[src/rtl/invsqrt_pkg.sv]
// Shared constants for the InvSqrt pipeline: FSM encodings, shift-direction
// encoding common to shifter and normalizer, and datapath widths.
package invsqrt_pkg;

  typedef enum logic [1:0] {
    ST_IDLE  = 2'd0,
    ST_SHIFT = 2'd1,
    ST_DONE  = 2'd2
  } state_t;

  localparam logic DIR_LEFT  = 1'b1;
  localparam logic DIR_RIGHT = 1'b0;

  localparam int IN_W   = 32;
  localparam int MANT_W = 24;

endpackage

[src/rtl/normalizer.sv]
// Iterative normalizer: shifts one bit per cycle until the leading one sits at MANT_W-1.
// Optional NORM_STICKY_EN adds a sticky output collecting bits lost on right shifts.
module normalizer #(
  parameter int IN_W   = invsqrt_pkg::IN_W,
  parameter int MANT_W = invsqrt_pkg::MANT_W,
  parameter int CNT_W  = 8
) (
  input  logic              clk,
  input  logic              rst,
  input  logic              start,
  input  logic [IN_W-1:0]   in,
  output logic [MANT_W-1:0] mant,
  output logic [CNT_W-1:0]  shift,
  output logic              direction,
  output logic              zero,
  output logic              busy,
  output logic              ready
`ifdef NORM_STICKY_EN
  ,
  output logic              sticky
`endif
);

  import invsqrt_pkg::*;

  localparam logic [CNT_W-1:0] CNT_ONE = {{(CNT_W-1){1'b0}}, 1'b1};

  state_t            state, state_n;
  logic [IN_W-1:0]   work_reg, work_n;
  logic [CNT_W-1:0]  shift_n;
  logic              dir_n;
  logic              zero_n;
  logic              ready_n;
`ifdef NORM_STICKY_EN
  logic              sticky_n;
`endif

  assign mant = work_reg[MANT_W-1:0];
  assign busy = (state == ST_SHIFT);

  // Right shifts take priority so an oversized value is never pushed further left.
  always_comb begin
    state_n = state;
    work_n  = work_reg;
    shift_n = shift;
    dir_n   = direction;
    zero_n  = zero;
    ready_n = ready;
`ifdef NORM_STICKY_EN
    sticky_n = sticky;
`endif
    unique case (state)
      ST_IDLE, ST_DONE: begin
        if (start) begin
          shift_n = '0;
          dir_n   = DIR_RIGHT;
`ifdef NORM_STICKY_EN
          sticky_n = 1'b0;
`endif
          if (in == '0) begin
            work_n  = '0;
            zero_n  = 1'b1;
            ready_n = 1'b1;
            state_n = ST_DONE;
          end else begin
            work_n  = in;
            zero_n  = 1'b0;
            ready_n = 1'b0;
            state_n = ST_SHIFT;
          end
        end
      end
      ST_SHIFT: begin
        if (|work_reg[IN_W-1:MANT_W]) begin
          work_n  = work_reg >> 1;
          shift_n = shift + CNT_ONE;
          dir_n   = DIR_RIGHT;
`ifdef NORM_STICKY_EN
          sticky_n = sticky | work_reg[0];
`endif
        end else if (!work_reg[MANT_W-1]) begin
          work_n  = work_reg << 1;
          shift_n = shift + CNT_ONE;
          dir_n   = DIR_LEFT;
        end else begin
          ready_n = 1'b1;
          state_n = ST_DONE;
        end
      end
      default: state_n = ST_IDLE;
    endcase
  end

  always_ff @(posedge clk) begin
    if (rst) begin
      state     <= ST_IDLE;
      work_reg  <= '0;
      shift     <= '0;
      direction <= 1'b0;
      zero      <= 1'b0;
      ready     <= 1'b0;
`ifdef NORM_STICKY_EN
      sticky    <= 1'b0;
`endif
    end else begin
      state     <= state_n;
      work_reg  <= work_n;
      shift     <= shift_n;
      direction <= dir_n;
      zero      <= zero_n;
      ready     <= ready_n;
`ifdef NORM_STICKY_EN
      sticky    <= sticky_n;
`endif
    end
  end

endmodule

[config.mk]
export PLATFORM = sky130hd
export DESIGN_NAME = normalizer
export DESIGN_NICKNAME = d
export VERILOG_FILES = /design/src/rtl/invsqrt_pkg.sv /design/src/rtl/normalizer.sv
export SDC_FILE = /design/constraint.sdc
export NUM_CORES = 1
export LEC_CHECK = 0
export ABC_AREA = 1
export BUFFER_PORTS_ARGS = -buffer_cell sky130_fd_sc_hd__buf_2
export CAP_MARGIN = 20
export CORE_MARGIN = 2
export CORE_UTILIZATION = 54
export DETAILED_ROUTE_END_ITERATION = 12
export PLACE_DENSITY = 0.81
export SKIP_CTS_REPAIR_TIMING = 1
export SYNTH_ARGS = -nofsm -noshare
export SYNTH_HDL_FRONTEND = slang
export SYNTH_SLANG_ARGS = --single-unit
[constraint.sdc]
create_clock -name clk -period 1.5 [get_ports clk]
set_input_delay 0.075 -clock clk [delete_from_list [all_inputs] [get_ports clk]]
set_output_delay 0.075 -clock clk [all_outputs]
set_load 0.1 [all_outputs]
==> run metrics <==
DIE WIDTH 76.6 um; RR Endpoint shift[4]; pre-CTS setup slack 0.000723 ns; area of the mapped netlist 2850 sq um; slowest CP cell dfxtp_2; DR iter-0 viols 276; Min Hold Slack 0.0309 ns; initial antenna violation count 0; final hold violation count 0; GRT Total Usage 0.244; Pwr Density 1800 nW/um^2; syn nets 524; Max FO, Critical Path 7; initial core utilization 0.558; sw frac 0.552; unrepaired setup endpoints after global routing yes; TritonCTS Buffers 5; leakage power 1.75 nW; HPWL after DPL 4840 um; critical-path cell list nor2_2 -> nand2_2 -> nor2_4 -> nand3_4 -> nand3_4 -> clkbuf_16 -> nand2_1 -> a21oi_1; leading cell type in the layout, fill and taps excluded nand2_1; CP Class reg2reg; Worst VDD drop 1.23 mV; max_cap viols 0; fin cells 609; Inst Count DP 592; filler cell count 453; Final Wtd Congestion 0.831; Final Skew 0.00378 ns; CTS tree yes; total wire length 7810 um; Logic pwr share 0.611; YS warnings 0; Post-synth EDFFs 0; drt via density 5.15; number of diodes 0; number of I/O port buffers 70; DR pass1 iterations 5; Async SR Flop Fraction 0; switching power 3.49 mW; max FFs per register 32; vias in the first global route 2684; post-synthesis cell type count 23; Slew headroom 0.674; DRC Markers 0; Final setup viols 2; Syn Inst Count 488; CP arrival 1.74 ns; Worst Tran Pin Value 0.492 ns; row cnt 26; Synth Register Bits 45; top_reg_cell synth dfxtp_1; Worst setup SP type flip-flop; CORE AREA 5110 sq um; die height 76.6 um; Post-Route Setup TNS -0.0227 ns; WL/cell 12.8 um; Root Driver clkbuf_8; Routed Antenna Nets 0; sequential fraction of the synthesis area 0.316; Vias 3137; Tcrit/Tclk final 1.01; HP Class in2reg; hold worst-path end work_reg[31]; clk sink count 45; max-slew violation count 0; most frequent cells in the layout nand2_1 (153), nor2_1 (81), buf_2 (69), nand3_1 (50), inv_1 (42); # IOs 71; layout cells sized above 1 0.278; Tot Pwr 6.32 mW; R2R Setup Slk -0.02 ns; Mean Syn Cell Area 5.84 sq um; post-layout min period 1.52 ns; Nets 574; WHS Path Cells 3; CTS H-tree depth 2; WP data required 1.73 ns; R2R Path Start work_reg[26]; failing checks negative setup slack; clock-pin slew on the worst setup and hold paths 0.08 ns; global route overflow 0; status finished, violations left; cell mode on critical path nand3_4; largest net degree at the start of global routing 42; sequential share of power 0.271; Critical Path Max Stage Delay 0.34 ns; hold_sp in[31]; full die area 5870 sq um; FMAX 659 MHz; internal power 2.83 mW; first-pass GRT wire length 11900 um; setup ws final -0.0182 ns; worst reg2reg path depth 8; clock buffer depth 2; clock latency on the worst-skew pair 0.30 ns; Worst Setup End Kind flip-flop; clock share of power 0.118; area delta synth->final 23.5%
## final cells by class
type,count,area (sq um),area share
Clock buffer,8,80.1,0.0228
Multi-Input combinational cell,353,1610,0.458
Sequential cell,45,925,0.263
Tap cell,70,87.6,0.0249
Inverter,43,161,0.0459
Timing Repair Buffer,90,653,0.186
## metal layers
metal	vias to the layer above	GRT usage	part of all wire
met4	0	0.0836	0.020
li1	1576	-	-
met1	1412	0.326	0.42
met2	134	0.395	0.49
met5	-	0	0
met3	15	0.0462	0.070
## power by group through the flow
stage / sequential, mW / clock [mW] / combinational, mW
2_1_floorplan: 1.83 / 0 / 2.78
3_3_place_gp: 1.69 / 0 / 3.27
3_5_place_dp: 1.71 / 0 / 3.32
4_1_cts: 1.68 / 0.741 / 3.33
5_1_grt: 1.75 / 0.813 / 4.11
6_report: 1.71 / 0.745 / 3.86
## synthesized netlist by cell type (2+ instances only)
library cell	instances	area (sq um)
nor2_1	88	330
nand2_1	175	657
nor2_2	2	12.5
nand3_2	2	20.0
nor3b_1	2	15.0
o21ai_0	7	35.0
buf_4	26	195
buf_6	3	33.8
buf_2	8	40.0
clkbuf_1	10	37.5
a21oi_1	19	95.1
nand3_1	50	250
dfxtp_1	45	901
inv_1	42	158
## worst max-delay path, delay by kind of cell, from the launching register on
family / cells / cell delay [ns]
DFF: 1 / 0.34
buffers and inverters: 1 / 0.20
and+or+nand+nor: 6 / 0.77
AOI/OAI and AO/OA: 1 / 0.13
## cells by family after synthesis
group,after synthesis,share of synthesized area
xor+xnor,2,0.00615
flops,45,0.316
fa+ha+maj,1,0.00439
compound gates,27,0.0483
buf+inv,91,0.166
simple gates,322,0.459
## worst max-delay path by stage
stage	start	endpoint	cells after the start	slack, ns
after floorplan	shift[7]	shift[7]	5	0.03
after global placement	work_reg[28]	shift[5]	8	0.09
after detailed placement	work_reg[28]	shift[3]	8	0.0007
after CTS	work_reg[28]	shift[3]	8	-0.02
after global routing	work_reg[26]	work_reg[8]	9	-0.07
final	work_reg[26]	shift[4]	8	-0.02
## metrics by stage
| stage | utilization | cell area (sq um) |
|---|---|---|
| after global routing | 0.689 | 3520 |
| after global placement | 0.609 | 3110 |
| final | 0.689 | 3520 |
| after detailed placement | 0.609 | 3110 |
| after floorplan | - | 2870 |
| after CTS | 0.625 | 3190 |
Note: power is estimated with default switching activity, not from simulation.
